<file path="src/rtl/axil_reg_slave_if.sv">
// AXI4-Lite channel bundle between one interconnect downstream port and a register slave.
interface axil_reg_slave_if #(
  parameter int DATA_WIDTH = 32,
  parameter int ADDR_WIDTH = 8,
  parameter int RESP_WIDTH = 3
);
  logic [ADDR_WIDTH-1:0]   awaddr;
  logic                    awvalid;
  logic                    awready;
  logic [DATA_WIDTH-1:0]   wdata;
  logic [DATA_WIDTH/8-1:0] wstrb;
  logic                    wvalid;
  logic                    wready;
  logic [RESP_WIDTH-1:0]   bresp;
  logic                    bvalid;
  logic                    bready;
  logic [ADDR_WIDTH-1:0]   araddr;
  logic                    arvalid;
  logic                    arready;
  logic [DATA_WIDTH-1:0]   rdata;
  logic [RESP_WIDTH-1:0]   rresp;
  logic                    rvalid;
  logic                    rready;

  modport master (
    output awaddr, awvalid, wdata, wstrb, wvalid, bready, araddr, arvalid, rready,
    input  awready, wready, bresp, bvalid, arready, rdata, rresp, rvalid
  );

  modport slave (
    input  awaddr, awvalid, wdata, wstrb, wvalid, bready, araddr, arvalid, rready,
    output awready, wready, bresp, bvalid, arready, rdata, rresp, rvalid
  );
endinterface

</file>
<file path="src/rtl/axil_reg_slave.sv">
// AXI4-Lite register slave (REG0/REG1 RW, WCNT, SUM); B one cycle after the completing AW/W handshake, R one cycle after AR.
// B and R are held until accepted; no new AW/W/AR is taken while a response is pending.
module axil_reg_slave #(
  parameter int DATA_WIDTH = 32,
  parameter int ADDR_WIDTH = 8,
  parameter int RESP_WIDTH = 3,
  parameter int BASE_ADDR  = 0
) (
  input  logic            s_axi_aclk,
  input  logic            s_axi_areset,
  axil_reg_slave_if.slave s_axi
);
  localparam int STRB_WIDTH = DATA_WIDTH / 8;
  localparam logic [ADDR_WIDTH-1:0] BASE     = ADDR_WIDTH'(BASE_ADDR);
  localparam logic [ADDR_WIDTH-1:0] LAST_OFF = ADDR_WIDTH'(12);
  localparam logic [RESP_WIDTH-1:0] RESP_OKAY   = '0;
  localparam logic [RESP_WIDTH-1:0] RESP_SLVERR = RESP_WIDTH'(2);
  localparam logic [RESP_WIDTH-1:0] RESP_DECERR = RESP_WIDTH'(3);

  typedef enum logic [1:0] {W_IDLE, W_HAVE_A, W_HAVE_D, W_RESP} w_state_e;
  typedef enum logic {R_IDLE, R_DATA} r_state_e;

  w_state_e              w_state_q;
  r_state_e              r_state_q;
  logic                  awready_q, wready_q, bvalid_q;
  logic                  arready_q, rvalid_q;
  logic [RESP_WIDTH-1:0] bresp_q, rresp_q;
  logic [DATA_WIDTH-1:0] rdata_q;
  logic [ADDR_WIDTH-1:0] waddr_q;
  logic [DATA_WIDTH-1:0] wdata_q;
  logic [STRB_WIDTH-1:0] wstrb_q;
  logic [DATA_WIDTH-1:0] reg0_q, reg0_d, reg1_q, reg1_d, wcnt_q, wcnt_d;

  // Out-of-range wins over misalignment; the counter and sum words are read-only.
  function automatic logic [RESP_WIDTH-1:0] decode(input logic [ADDR_WIDTH-1:0] off,
                                                   input logic is_write);
    if (off > LAST_OFF)                               decode = RESP_DECERR;
    else if (off[1:0] != 2'b00 || (is_write && off[3])) decode = RESP_SLVERR;
    else                                              decode = RESP_OKAY;
  endfunction

  logic aw_hs, w_hs, ar_hs;
  assign aw_hs = s_axi.awvalid & awready_q;
  assign w_hs  = s_axi.wvalid & wready_q;
  assign ar_hs = s_axi.arvalid & arready_q;

  logic                  commit_vld;
  logic [ADDR_WIDTH-1:0] commit_off;
  logic [DATA_WIDTH-1:0] commit_dat;
  logic [STRB_WIDTH-1:0] commit_strb;
  logic [RESP_WIDTH-1:0] commit_resp;

  // Address and data come either live from the bus or from whichever half was latched earlier.
  always_comb begin
    commit_vld  = 1'b0;
    commit_off  = s_axi.awaddr - BASE;
    commit_dat  = s_axi.wdata;
    commit_strb = s_axi.wstrb;
    unique case (w_state_q)
      W_IDLE:   commit_vld = aw_hs & w_hs;
      W_HAVE_A: begin
        commit_vld = w_hs;
        commit_off = waddr_q - BASE;
      end
      W_HAVE_D: begin
        commit_vld  = aw_hs;
        commit_dat  = wdata_q;
        commit_strb = wstrb_q;
      end
      default:  commit_vld = 1'b0;
    endcase
    commit_resp = decode(commit_off, 1'b1);
  end

  always_comb begin
    reg0_d = reg0_q;
    reg1_d = reg1_q;
    wcnt_d = wcnt_q;
    if (commit_vld && commit_resp == RESP_OKAY) begin
      wcnt_d = wcnt_q + DATA_WIDTH'(1);
      for (int i = 0; i < STRB_WIDTH; i++) begin
        if (commit_strb[i]) begin
          if (commit_off[2]) reg1_d[8*i +: 8] = commit_dat[8*i +: 8];
          else               reg0_d[8*i +: 8] = commit_dat[8*i +: 8];
        end
      end
    end
  end

  always_ff @(posedge s_axi_aclk) begin
    if (s_axi_areset) begin
      reg0_q <= '0;
      reg1_q <= '0;
      wcnt_q <= '0;
    end else begin
      reg0_q <= reg0_d;
      reg1_q <= reg1_d;
      wcnt_q <= wcnt_d;
    end
  end

  always_ff @(posedge s_axi_aclk) begin
    if (s_axi_areset) begin
      w_state_q <= W_IDLE;
      awready_q <= 1'b0;
      wready_q  <= 1'b0;
      bvalid_q  <= 1'b0;
      bresp_q   <= '0;
      waddr_q   <= '0;
      wdata_q   <= '0;
      wstrb_q   <= '0;
    end else if (commit_vld) begin
      w_state_q <= W_RESP;
      awready_q <= 1'b0;
      wready_q  <= 1'b0;
      bvalid_q  <= 1'b1;
      bresp_q   <= commit_resp;
    end else begin
      unique case (w_state_q)
        W_IDLE: begin
          if (aw_hs) begin
            w_state_q <= W_HAVE_A;
            waddr_q   <= s_axi.awaddr;
            awready_q <= 1'b0;
            wready_q  <= 1'b1;
          end else if (w_hs) begin
            w_state_q <= W_HAVE_D;
            wdata_q   <= s_axi.wdata;
            wstrb_q   <= s_axi.wstrb;
            awready_q <= 1'b1;
            wready_q  <= 1'b0;
          end else begin
            awready_q <= 1'b1;
            wready_q  <= 1'b1;
          end
        end
        W_HAVE_A: ;
        W_HAVE_D: ;
        W_RESP: begin
          if (s_axi.bready) begin
            w_state_q <= W_IDLE;
            bvalid_q  <= 1'b0;
            awready_q <= 1'b1;
            wready_q  <= 1'b1;
          end
        end
        default: w_state_q <= W_IDLE;
      endcase
    end
  end

  logic [ADDR_WIDTH-1:0] rd_off;
  logic [RESP_WIDTH-1:0] rd_resp;
  logic [DATA_WIDTH-1:0] rd_word;

  // Reads sample the registers before any same-edge write lands.
  always_comb begin
    rd_off  = s_axi.araddr - BASE;
    rd_resp = decode(rd_off, 1'b0);
    rd_word = '0;
    unique case (rd_off[3:2])
      2'd0:    rd_word = reg0_q;
      2'd1:    rd_word = reg1_q;
      2'd2:    rd_word = wcnt_q;
      default: rd_word = reg0_q + reg1_q;
    endcase
    if (rd_resp != RESP_OKAY) rd_word = '0;
  end

  always_ff @(posedge s_axi_aclk) begin
    if (s_axi_areset) begin
      r_state_q <= R_IDLE;
      arready_q <= 1'b0;
      rvalid_q  <= 1'b0;
      rdata_q   <= '0;
      rresp_q   <= '0;
    end else begin
      unique case (r_state_q)
        R_IDLE: begin
          if (ar_hs) begin
            r_state_q <= R_DATA;
            arready_q <= 1'b0;
            rvalid_q  <= 1'b1;
            rdata_q   <= rd_word;
            rresp_q   <= rd_resp;
          end else begin
            arready_q <= 1'b1;
          end
        end
        R_DATA: begin
          if (s_axi.rready) begin
            r_state_q <= R_IDLE;
            rvalid_q  <= 1'b0;
            arready_q <= 1'b1;
          end
        end
        default: r_state_q <= R_IDLE;
      endcase
    end
  end

  assign s_axi.awready = awready_q;
  assign s_axi.wready  = wready_q;
  assign s_axi.bvalid  = bvalid_q;
  assign s_axi.bresp   = bresp_q;
  assign s_axi.arready = arready_q;
  assign s_axi.rvalid  = rvalid_q;
  assign s_axi.rdata   = rdata_q;
  assign s_axi.rresp   = rresp_q;
endmodule

</file>
<file path="src/flat_wrapper.sv">
// flat-port wrapper written by rule: the top's interface ports become plain ports
module axil_reg_slave_flat 
#(
  parameter int DATA_WIDTH = 32,
  parameter int ADDR_WIDTH = 8,
  parameter int RESP_WIDTH = 3,
  parameter int BASE_ADDR  = 0
)
  (s_axi_aclk, s_axi_areset, s_axi_awaddr, s_axi_awvalid, s_axi_wdata, s_axi_wstrb, s_axi_wvalid, s_axi_bready, s_axi_araddr, s_axi_arvalid, s_axi_rready, s_axi_awready, s_axi_wready, s_axi_bresp, s_axi_bvalid, s_axi_arready, s_axi_rdata, s_axi_rresp, s_axi_rvalid);
  axil_reg_slave_if #(.DATA_WIDTH(DATA_WIDTH), .ADDR_WIDTH(ADDR_WIDTH), .RESP_WIDTH(RESP_WIDTH)) s_axi_i ();
  input  logic s_axi_aclk;
  input  logic s_axi_areset;
  input wire logic [$bits(s_axi_i.awaddr)-1:0] s_axi_awaddr;
  input wire logic [$bits(s_axi_i.awvalid)-1:0] s_axi_awvalid;
  input wire logic [$bits(s_axi_i.wdata)-1:0] s_axi_wdata;
  input wire logic [$bits(s_axi_i.wstrb)-1:0] s_axi_wstrb;
  input wire logic [$bits(s_axi_i.wvalid)-1:0] s_axi_wvalid;
  input wire logic [$bits(s_axi_i.bready)-1:0] s_axi_bready;
  input wire logic [$bits(s_axi_i.araddr)-1:0] s_axi_araddr;
  input wire logic [$bits(s_axi_i.arvalid)-1:0] s_axi_arvalid;
  input wire logic [$bits(s_axi_i.rready)-1:0] s_axi_rready;
  output wire logic [$bits(s_axi_i.awready)-1:0] s_axi_awready;
  output wire logic [$bits(s_axi_i.wready)-1:0] s_axi_wready;
  output wire logic [$bits(s_axi_i.bresp)-1:0] s_axi_bresp;
  output wire logic [$bits(s_axi_i.bvalid)-1:0] s_axi_bvalid;
  output wire logic [$bits(s_axi_i.arready)-1:0] s_axi_arready;
  output wire logic [$bits(s_axi_i.rdata)-1:0] s_axi_rdata;
  output wire logic [$bits(s_axi_i.rresp)-1:0] s_axi_rresp;
  output wire logic [$bits(s_axi_i.rvalid)-1:0] s_axi_rvalid;
  assign s_axi_i.awaddr = s_axi_awaddr;
  assign s_axi_i.awvalid = s_axi_awvalid;
  assign s_axi_i.wdata = s_axi_wdata;
  assign s_axi_i.wstrb = s_axi_wstrb;
  assign s_axi_i.wvalid = s_axi_wvalid;
  assign s_axi_i.bready = s_axi_bready;
  assign s_axi_i.araddr = s_axi_araddr;
  assign s_axi_i.arvalid = s_axi_arvalid;
  assign s_axi_i.rready = s_axi_rready;
  assign s_axi_awready = s_axi_i.awready;
  assign s_axi_wready = s_axi_i.wready;
  assign s_axi_bresp = s_axi_i.bresp;
  assign s_axi_bvalid = s_axi_i.bvalid;
  assign s_axi_arready = s_axi_i.arready;
  assign s_axi_rdata = s_axi_i.rdata;
  assign s_axi_rresp = s_axi_i.rresp;
  assign s_axi_rvalid = s_axi_i.rvalid;
  axil_reg_slave #(.DATA_WIDTH(DATA_WIDTH), .ADDR_WIDTH(ADDR_WIDTH), .RESP_WIDTH(RESP_WIDTH), .BASE_ADDR(BASE_ADDR)) u_core (.s_axi_aclk(s_axi_aclk), .s_axi_areset(s_axi_areset), .s_axi(s_axi_i));
endmodule
</file>
<file path="config.mk">
export PLATFORM = sky130hd
export DESIGN_NAME = axil_reg_slave_flat
export DESIGN_NICKNAME = d
export VERILOG_FILES = /design/src/rtl/axil_reg_slave_if.sv /design/src/rtl/axil_reg_slave.sv /design/src/flat_wrapper.sv
export SDC_FILE = /design/constraint.sdc
export NUM_CORES = 1
export LEC_CHECK = 0
export BUFFER_PORTS_ARGS = -buffer_cell sky130_fd_sc_hd__buf_2
export CORE_MARGIN = 1
export CORE_UTILIZATION = 50
export DETAILED_ROUTE_END_ITERATION = 8
export PLACE_DENSITY = 0.8
export SLEW_MARGIN = 10
export SYNTH_ARGS = -nofsm -noshare
export SYNTH_HDL_FRONTEND = slang
export SYNTH_SLANG_ARGS = --single-unit
export TNS_END_PERCENT = 30
</file>
<file path="constraint.sdc">
create_clock -name s_axi_aclk -period 3.46 [get_ports s_axi_aclk]
set_clock_uncertainty 0.2 [all_clocks]
set_input_delay 0 -clock s_axi_aclk [delete_from_list [all_inputs] [get_ports s_axi_aclk]]
set_output_delay 0 -clock s_axi_aclk [all_outputs]
set_load 0.01 [all_outputs]
</file>
==> flow_summary_export.csv, run 1 <==
group,metric,value,unit
logic_synthesis,async_flop_share,0,%
power_and_ir_drop,leakage,4.83,nW
outcome,status,"finished with violations",
clock_tree,cts_root_buf,"clkbuf_16",
worst_hold_path,hold_path.class,"input port to flip-flop",
sta,fin_ws,262,ps
finish,nets,1343,
clock_tree,clock_latency,440,ps
worst_setup_path,critPathMaxFanout,6,
detailed_routing,route.vias.total,8755,
worst_setup_path,crit_required,3570,ps
logic_synthesis,yosysWarnings,0,
logic_synthesis,syn_avg_cell_area,8.47,um2
sta,finalSetupTns,0,ps
logic_synthesis,synth_top_area_share,39.1,%
logic_synthesis,synth_edf_count,0,
finish,fill_cells,1480,
die,die_w,139,um
die,fp.coreArea,0.0182,mm2
logic_synthesis,netlist_instances,1112,
sta,rsz0062_at_grt,"no",
clock_tree,clkSinkCount,184,
die,pin_count,102,
detailed_routing,drc,8,
detailed_routing,drtPass1Iterations,9,
grt,track_usage,26.2,%
clock_tree,numCtsBuffers,17,
die,die_h,139,um
grt,grt_overflow,0,
worst_setup_path,arrival,3310,ps
logic_synthesis,yosysSeqAreaShare,39.1,%
finish,areaGrowthSynthToFinish,20.6,%
placed_design,dp_hpwl,16800,um
power_and_ir_drop,power,4.60,mW
logic_synthesis,synth_most_common_cell,"dfxtp_1",
outcome,violations,"DRC",
power_and_ir_drop,p_per_area,405,mW/mm2
clock_tree,cts_setup_buffers,0,
grt,antenna_found_initial,0,
placed_design,place_ws,86.7,ps
clock_tree,h-tree-depth,4,
worst_hold_path,min_path_cells,4,
detailed_routing,totalWireLength,25000,um
logic_synthesis,synthesis.area,0.00942,mm2
logic_synthesis,ys.flop_type,"dfxtp_1",
sta,tightest_slew,1080,ps
placed_design,gp_congestion,0.934,
worst_setup_path,end_kind,"flip-flop",
logic_synthesis,synth_area_leaders,"dfxtp_1 39%, nor2_1 6.1%, a211oi_1 5.6%",
die,start_util,51.7,%
clock_tree,clock_path_buffers,2,
clock_tree,clk_pin_slew,70,ps
placed_design,place_area,0.0101,mm2
finish,fin_util,62.4,%
sta,fmaxAchievable,313,MHz
logic_synthesis,ys_types,60,
logic_synthesis,synth_top_cell_by_area,"dfxtp_1",
detailed_routing,detail_route.vias_per_cell,5.86,
logic_synthesis,synth_seq_cells,184,
sta,maxSlewHeadroom,28.0,%
die,die-area,0.0194,mm2
detailed_routing,ant_nets,0,
finish,diodes,0,
grt,grt_start_max_net_pins,68,
finish,drive_gt1_share,16.5,%
logic_synthesis,synth_common_cells,"184 x dfxtp_1, 154 x nor2_1, 128 x nand2_1, 90 x a21oi_1, 70 x a211oi_1",
flow_run,drv_cap,0,
grt,grt_pass1_wl,41000,um
sta,hold_viol,0,
sta,finalSetupViolations,0,
grt,grt_pass1_vias,8487,
power_and_ir_drop,peakVddDrop,0.000410,V
sta,finalCritPeriodShare,92.4,%
sta,drv_slew,0,
sta,period_needed,3200,ps
worst_setup_path,worstSetupStartpointType,"flip-flop",
placed_design,io_buffers,99,
die,placement_rows,49,
worst_setup_path,r2r_cells,12,
clock_tree,cts_tree,"built",
worst_setup_path,path_class,"flip-flop to flip-flop",
finish,final_area,0.0114,mm2
detailed_routing,drt_iter0_drc,654,
detailed_routing,wl_per_cell,16.7,um
## sequential cells by signal, indices dropped and copies added (netlist names), 2 cells and up
signal              cells
u_core.reg0_q          32
u_core.s_axi.rresp      2
u_core.w_state_q        2
u_core.s_axi.rdata     32
u_core.reg1_q          32
u_core.wcnt_q          32
u_core.wstrb_q          4
u_core.wdata_q         32
u_core.waddr_q          8
u_core.s_axi.bresp      2
## cell type report
class                           count  area, um2  area share (%)
Clock inverter                     13        141            1.24
Multi-Input combinational cell    845       5410            47.7
Inverter                           13       48.8           0.430
Tap cell                          229        287            2.52
Clock buffer                       19        443            3.90
Timing Repair Buffer              190       1340            11.8
Sequential cell                   184       3680            32.4
## where the power goes
| group | switching (mW) | internal, mW | total [mW] | leakage (nW) |
|---|---|---|---|---|
| clock network | 0.847 | 1.09 | 1.94 | 0.281 |
| logic | 0.271 | 0.193 | 0.465 | 3.06 |
| registers | 0.0336 | 2.17 | 2.20 | 1.49 |
| total | 1.15 | 3.45 | 4.60 | 4.83 |
## worst max-delay path, stage by stage, from the launching register on
cell,delay (ps)
dfxtp_1,340
ha_1,240
inv_1,70
fa_1,190
nand2b_1,110
a21boi_1,80
o21ai_1,260
a21oi_2,150
o211a_4,300
a211o_1,340
a221oi_1,350
nor2_1,90
a2111oi_0,350
## cell usage in the layout (no fill, tap or decap), types with 5 or more instances in the layout
master	synthesis	routed
dfxtp_1	184	184
nor2_1	154	154
nand2_1	128	128
buf_2	12	98
a21oi_1	90	89
a211oi_1	70	70
dlygate4sd3_1	0	64
mux2i_1	50	50
o21ai_0	35	33
ha_1	32	32
xor2_1	28	28
mux2_2	28	28
buf_4	3	28
o221ai_1	24	24
xnor2_1	23	23
nand3_1	21	21
clkbuf_16	0	17
nor3_1	16	16
a21o_1	15	15
and3_1	14	14
inv_1	13	13
nor2_2	10	10
nand2b_1	10	9
nand4_1	8	8
o21a_1	8	8
or3_1	7	7
nor2b_1	6	6
and4_1	5	5
a221oi_1	5	5
## per-stage QoR
| step | std cells | hold WS [ps] |
|---|---|---|
| 2_1_floorplan | 1113 | -101 |
| 3_3_place_gp | 1397 | -0.589 |
| 3_5_place_dp | 1397 | 5.29 |
| 4_1_cts | 1493 | 144 |
| 5_1_grt | 1493 | 162 |
| 6_report | 1493 | 150 |
## worst paths after layout
| kind | startpoint | to | slack [ps] |
|---|---|---|---|
| max | u_core.reg1_q[0] | u_core.s_axi.rdata[28] | 260 |
| min | s_axi_awaddr[0] | u_core.waddr_q[0] | 150 |
| max reg2reg | u_core.reg1_q[0] | u_core.s_axi.rdata[28] | 260 |
| min reg2reg | u_core.wdata_q[1] | u_core.wdata_q[1] | 250 |
## cell families after synthesis
| group | share of synthesized area, % |
|---|---|
| flip-flops | 39.1 |
| other | 0.0398 |
| buffers and inverters | 3.63 |
| XOR/XNOR | 4.74 |
| AO/OA/AOI/OAI | 19.7 |
| multiplexers | 9.54 |
| AND/OR/NAND/NOR | 18.8 |
| adder cells (fa/ha/maj) | 4.46 |
## routing by layer
metal | part of all wire [%] | GRT usage [%]
met3 | 7.3 | 5.20
met4 | 2.9 | 10.6
met5 | 0 | 0
met2 | 46 | 43.7
met1 | 43 | 33.1
## timing repair
item / CTS / global route
pin swaps: 0 / 1
endpoints found under the setup margin: 1 / 3
gates resized for setup: 1 / 5
hold buffers: 64 / 0
endpoints found under the hold margin: 148 / 0
Power figures use the tool's default switching activity.
==> run 2: changes to the inputs <==
==> constraint.sdc (replaced) <==
create_clock -name s_axi_aclk -period 3.4 [get_ports s_axi_aclk]
set_clock_uncertainty 0.2 [all_clocks]
set_input_delay 0 -clock s_axi_aclk [delete_from_list [all_inputs] [get_ports s_axi_aclk]]
set_output_delay 0 -clock s_axi_aclk [all_outputs]
set_load 0.01 [all_outputs]
==> flow_summary_export.csv, run 2 (synthesized netlist as in run 1, its figures left out) <==
group,metric,value,unit
sta,finalSetupTns,0,ps
worst_setup_path,path_class,"flip-flop to flip-flop",
clock_tree,clkSinkCount,184,
finish,final_common_cell,"dfxtp_1",
worst_setup_path,crit_start,"u_core.reg0_q[0]",
sta,period_needed,3210,ps
grt,grt-busiest-layer,"met2",
die,die_h,139,um
clock_tree,numCtsBuffers,17,
detailed_routing,detail_route.vias_per_cell,5.91,
detailed_routing,drtPass1Iterations,9,
clock_tree,cts_tree,"built",
worst_setup_path,arrival,3330,ps
grt,grt_overflow,0,
worst_setup_path,crit_end,"u_core.s_axi.rdata[26]",
placed_design,gp_congestion,0.936,
sta,maxSlewHeadroom,28.8,%
sta,hold_slack,151,ps
placed_design,io_buffers,99,
grt,track_usage,27.0,%
grt,grt_use_met1,34.2,%
die,start_util,51.7,%
finish,final_area,0.0113,mm2
sta,finalCritPeriodShare,94.3,%
die,pin_count,102,
worst_setup_path,reg2reg_to,"u_core.s_axi.rdata[26]",
die,fp.coreArea,0.0182,mm2
worst_setup_path,crit_required,3520,ps
detailed_routing,wl_per_cell,17.2,um
finish,areaGrowthSynthToFinish,20.2,%
grt,grt_use_met3,5.26,%
sta,tightest_slew,1060,ps
clock_tree,cts_setup_buffers,0,
clock_tree,clk_pin_slew,70,ps
detailed_routing,ant_nets,0,
grt,grt_pass1_vias,8435,
worst_hold_path,hold_path.class,"input port to flip-flop",
outcome,status,"finished with violations",
finish,diodes,0,
clock_tree,clock_latency,450,ps
worst_setup_path,ff2ff_setup_slack,190,ps
finish,nets,1341,
worst_setup_path,r2r-start,"u_core.reg0_q[0]",
detailed_routing,route.vias.total,8812,
worst_setup_path,critPathMaxFanout,3,
placed_design,dp_hpwl,17500,um
worst_setup_path,end_kind,"flip-flop",
detailed_routing,totalWireLength,25600,um
grt,antenna_found_initial,0,
die,placement_rows,49,
sta,drv_slew,0,
power_and_ir_drop,leakage,4.82,nW
finish,drive_gt1_share,16.8,%
grt,grt_start_max_net_pins,80,
clock_tree,cts_root_buf,"clkbuf_16",
detailed_routing,drc,8,
die,die_w,139,um
sta,finalSetupViolations,0,
flow_run,drv_cap,0,
detailed_routing,drt_iter0_drc,713,
clock_tree,clock_path_buffers,2,
sta,hold_viol,0,
grt,grt_util_met2,45.1,%
finish,final_cell_mix,"184 x dfxtp_1, 154 x nor2_1, 128 x nand2_1",
worst_setup_path,worstSetupStartpointType,"flip-flop",
power_and_ir_drop,peakVddDrop,0.000406,V
worst_setup_path,r2r_cells,12,
grt,grt_pass1_wl,42000,um
sta,rsz0062_at_grt,"no",
placed_design,place_area,0.0102,mm2
clock_tree,h-tree-depth,4,
power_and_ir_drop,p_per_area,414,mW/mm2
sta,fmaxAchievable,312,MHz
die,die-area,0.0194,mm2
outcome,violations,"DRC",
==> run 2: per-layer routing <==
layer	vias to the layer above	part of all wire, %
met5	-	0
met3	50	6.9
met1	4170	44
met2	334	47
met4	0	2.4
li1	4258	-
==> run 2: power by group <==
part	total (mW)	switching, mW	internal (mW)
Clock	1.98	0.941	1.04
Sequential	2.24	0.0340	2.20
Combinational	0.469	0.276	0.194
==> run 2: through the flow <==
| stage | power (mW) | instances | worst slack (ps) | util [%] |
|---|---|---|---|---|
| 2_1_floorplan | 2.56 | 1113 | 537 | - |
| 6_report | 4.69 | 1491 | 194 | 62.2 |
| 3_3_place_gp | 2.69 | 1401 | 244 | 55.7 |
| 5_1_grt | 4.83 | 1491 | 11.0 | 62.2 |
| 3_5_place_dp | 2.70 | 1401 | 109 | 55.7 |
| 4_1_cts | 4.68 | 1491 | 116 | 62.2 |
==> run 2: final cells by class <==
class / count / area (um2)
clock buffers: 17 / 425
clock inverters: 15 / 160
fillers: 1461 / 6880
inverters: 13 / 48.8
multi-input cells: 845 / 5410
flip-flops and latches: 184 / 3680
well taps: 229 / 287
repair buffers: 188 / 1310
==> run 2: worst min path at each step <==
stage	start	end	slack [ps]	depth (start not counted)
3_5_place_dp	s_axi_rready	u_core.s_axi.rvalid	10	2
3_3_place_gp	s_axi_rready	u_core.s_axi.rvalid	1	2
5_1_grt	s_axi_wstrb[3]	u_core.wstrb_q[3]	160	4
2_1_floorplan	s_axi_rready	u_core.s_axi.rvalid	-100	1
6_report	s_axi_awaddr[5]	u_core.waddr_q[5]	150	4
4_1_cts	s_axi_awaddr[0]	u_core.waddr_q[0]	130	4
==> run 2: critical path, cell delays in order, from the launching register on <==
cell	delay, ps
dfxtp_1	360
ha_1	170
inv_1	50
fa_1	390
nand2b_1	160
a21boi_0	260
o21ai_1	150
a21oi_1	250
o211a_1	290
a32oi_2	190
o21ai_1	210
nor4b_1	70
a2111oi_1	320
==> run 2: repair_timing <==
| item | 4_1_cts | 5_1_grt |
|---|---|---|
| hold endpoints to repair | 136 | 0 |
| hold buffers | 58 | 0 |
| setup endpoints to repair | 0 | 2 |
| resized for setup | 0 | 5 |
==> run 3: changes to the inputs <==
--- a/config.mk
+++ b/config.mk
@@ -10,6 +10,7 @@
 export CORE_UTILIZATION = 50
 export DETAILED_ROUTE_END_ITERATION = 8
 export PLACE_DENSITY = 0.8
+export REMOVE_ABC_BUFFERS = 1
 export SLEW_MARGIN = 10
 export SYNTH_ARGS = -nofsm -noshare
 export SYNTH_HDL_FRONTEND = slang
==> flow_summary_export.csv, run 3 (synthesized netlist as in run 1, its figures left out) <==
group,metric,value,unit
finish,drive_gt1_share,16.5,%
grt,grt_start_max_net_pins,67,
placed_design,place_area,0.0102,mm2
power_and_ir_drop,peakVddDrop,0.000352,V
sta,rsz0062_at_grt,"no",
sta,hold_viol,0,
clock_tree,cts_root_buf,"clkbuf_16",
flow_run,drv_cap,0,
clock_tree,clock_path_buffers,2,
sta,finalSetupTns,0,ps
detailed_routing,route.vias.total,8791,
power_and_ir_drop,leakage,4.93,nW
detailed_routing,wl_per_cell,17.0,um
grt,grt_overflow,0,
sta,drv_slew,0,
clock_tree,h-tree-depth,4,
grt,track_usage,26.5,%
grt,grt_pass1_vias,8452,
worst_setup_path,cpPeakStageDelay,390,ps
worst_setup_path,timing.critical_path.mode_cell,"a21o_1",
sta,fmaxAchievable,305,MHz
power_and_ir_drop,p_sw,1.20,mW
grt,antenna_found_initial,0,
sta,finalCritPeriodShare,96.5,%
grt,grt_pass1_wl,41500,um
worst_setup_path,arrival,3440,ps
worst_setup_path,path_class,"flip-flop to flip-flop",
clock_tree,clk_pin_slew,70,ps
detailed_routing,drc,2,
finish,final_common_cell,"dfxtp_1",
worst_setup_path,worstSetupStartpointType,"flip-flop",
detailed_routing,drtPass1Iterations,7,
outcome,violations,"DRC",
die,placement_rows,49,
finish,fin_util,63.2,%
detailed_routing,totalWireLength,25600,um
clock_tree,cts_tree,"built",
finish,final_cell_mix,"184 x dfxtp_1, 154 x nor2_1, 128 x nand2_1",
worst_setup_path,crit_buf_inv,0,
die,fp.coreArea,0.0182,mm2
placed_design,dp_hpwl,16900,um
power_and_ir_drop,p_per_area,408,mW/mm2
finish,final_area,0.0115,mm2
sta,period_needed,3280,ps
clock_tree,numCtsBuffers,17,
finish,diodes,0,
finish,areaGrowthSynthToFinish,22.2,%
sta,maxSlewHeadroom,49.8,%
power_and_ir_drop,pwr-share-clk,41.8,%
finish,nets,1359,
worst_hold_path,hold_path.class,"input port to flip-flop",
clock_tree,clkSinkCount,184,
worst_setup_path,critPathTopFamily,"compound AO/OA/AOI/OAI gates",
power_and_ir_drop,power,4.70,mW
detailed_routing,drt_iter0_drc,611,
die,start_util,51.7,%
clock_tree,clock_latency,440,ps
sta,finalSetupViolations,0,
die,die-area,0.0194,mm2
detailed_routing,ant_nets,0,
die,pin_count,102,
power_and_ir_drop,seqPwrFrac,47.6,%
power_and_ir_drop,swShare,25.5,%
power_and_ir_drop,p_comb_share,10.6,%
die,die_h,139,um
worst_setup_path,path_cells,"ha_1 -> a21o_1 -> a221o_1 -> a41oi_1 -> a21o_1 -> a21oi_1 -> o211ai_1 -> o22ai_1 -> mux2_2 -> nor3_1",
clock_tree,cts_setup_buffers,0,
worst_setup_path,critPathMaxFanout,5,
worst_setup_path,crit_required,3560,ps
worst_setup_path,crit_path_top_delay_cell,"ha_1",
outcome,status,"finished with violations",
detailed_routing,detail_route.vias_per_cell,5.83,
sta,tightest_slew,753,ps
die,die_w,139,um
placed_design,gp_congestion,0.905,
placed_design,io_buffers,99,
worst_setup_path,end_kind,"flip-flop",
power_and_ir_drop,p_int,3.51,mW
==> run 3: cell count changes in the layout (fill, tap and decap cells not counted), sizes merged <==
cell and change:
clkinv +1, buf -1, clkbuf +1, dlygate4sd3 +19
bufinv +1, inv -4, clkinvlp +1
==> run 3: power groups by stage <==
stage,clock network [mW],registers (mW),logic [mW]
2_1_floorplan,0,2.28,0.224
3_3_place_gp,0,2.28,0.407
3_5_place_dp,0,2.29,0.416
4_1_cts,1.98,2.24,0.489
5_1_grt,2.07,2.24,0.541
6_report,1.97,2.24,0.501
==> run 3: cell type report <==
| type | count | area (um2) |
|---|---|---|
| clock buffer | 18 | 429 |
| clock inverter | 14 | 149 |
| sequential | 184 | 3680 |
| tap | 229 | 287 |
| timing repair buffer | 206 | 1510 |
| inverter | 13 | 48.8 |
| multi-input combinational | 845 | 5410 |
| fill | 1492 | 6690 |
==> run 3: what timing repair did <==
action / 4_1_cts / 5_1_grt
hold buffers: 77 / 0
setup endpoints to repair: 0 / 3
resized for setup: 0 / 3
endpoints found under the hold margin: 132 / 0
==> run 3: worst paths after layout <==
path,startpoint,to,slack (ps),cells past startpoint
worst max-delay path,u_core.reg1_q[6],u_core.s_axi.rdata[29],120,10
worst min-delay path,s_axi_awaddr[7],u_core.waddr_q[7],160,4
worst max register to register,u_core.reg1_q[6],u_core.s_axi.rdata[29],120,10
worst min register to register,u_core.s_axi.rdata[24],u_core.s_axi.rdata[24],240,2
==> run 3: worst reg2reg max path: stages (launching register included) <==
cell and delay, ps:
dfxtp_1 330, ha_1 390, a21o_1 250, a221o_1 380, a41oi_1 380, a21o_1 250
a21oi_1 110, o211ai_1 340, o22ai_1 140, mux2_2 290, nor3_1 160
==> run 3: metrics by stage <==
step | instances | hold slack, ps | worst slack [ps]
2_1_floorplan | 1042 | -131 | 352
4_1_cts | 1509 | 140 | 81.4
3_5_place_dp | 1400 | 7.50 | 150
5_1_grt | 1509 | 176 | 23.4
3_3_place_gp | 1400 | -3.44 | 244
6_report | 1509 | 162 | 120
==> run 3: routing by layer <==
metal | wire (um) | track usage (%) | share of wire, %
met5 | 0 | 0 | 0
met4 | 549 | 9.82 | 2.1
met3 | 1700 | 3.96 | 6.6
met2 | 12000 | 43.7 | 47
met1 | 11400 | 35.1 | 44
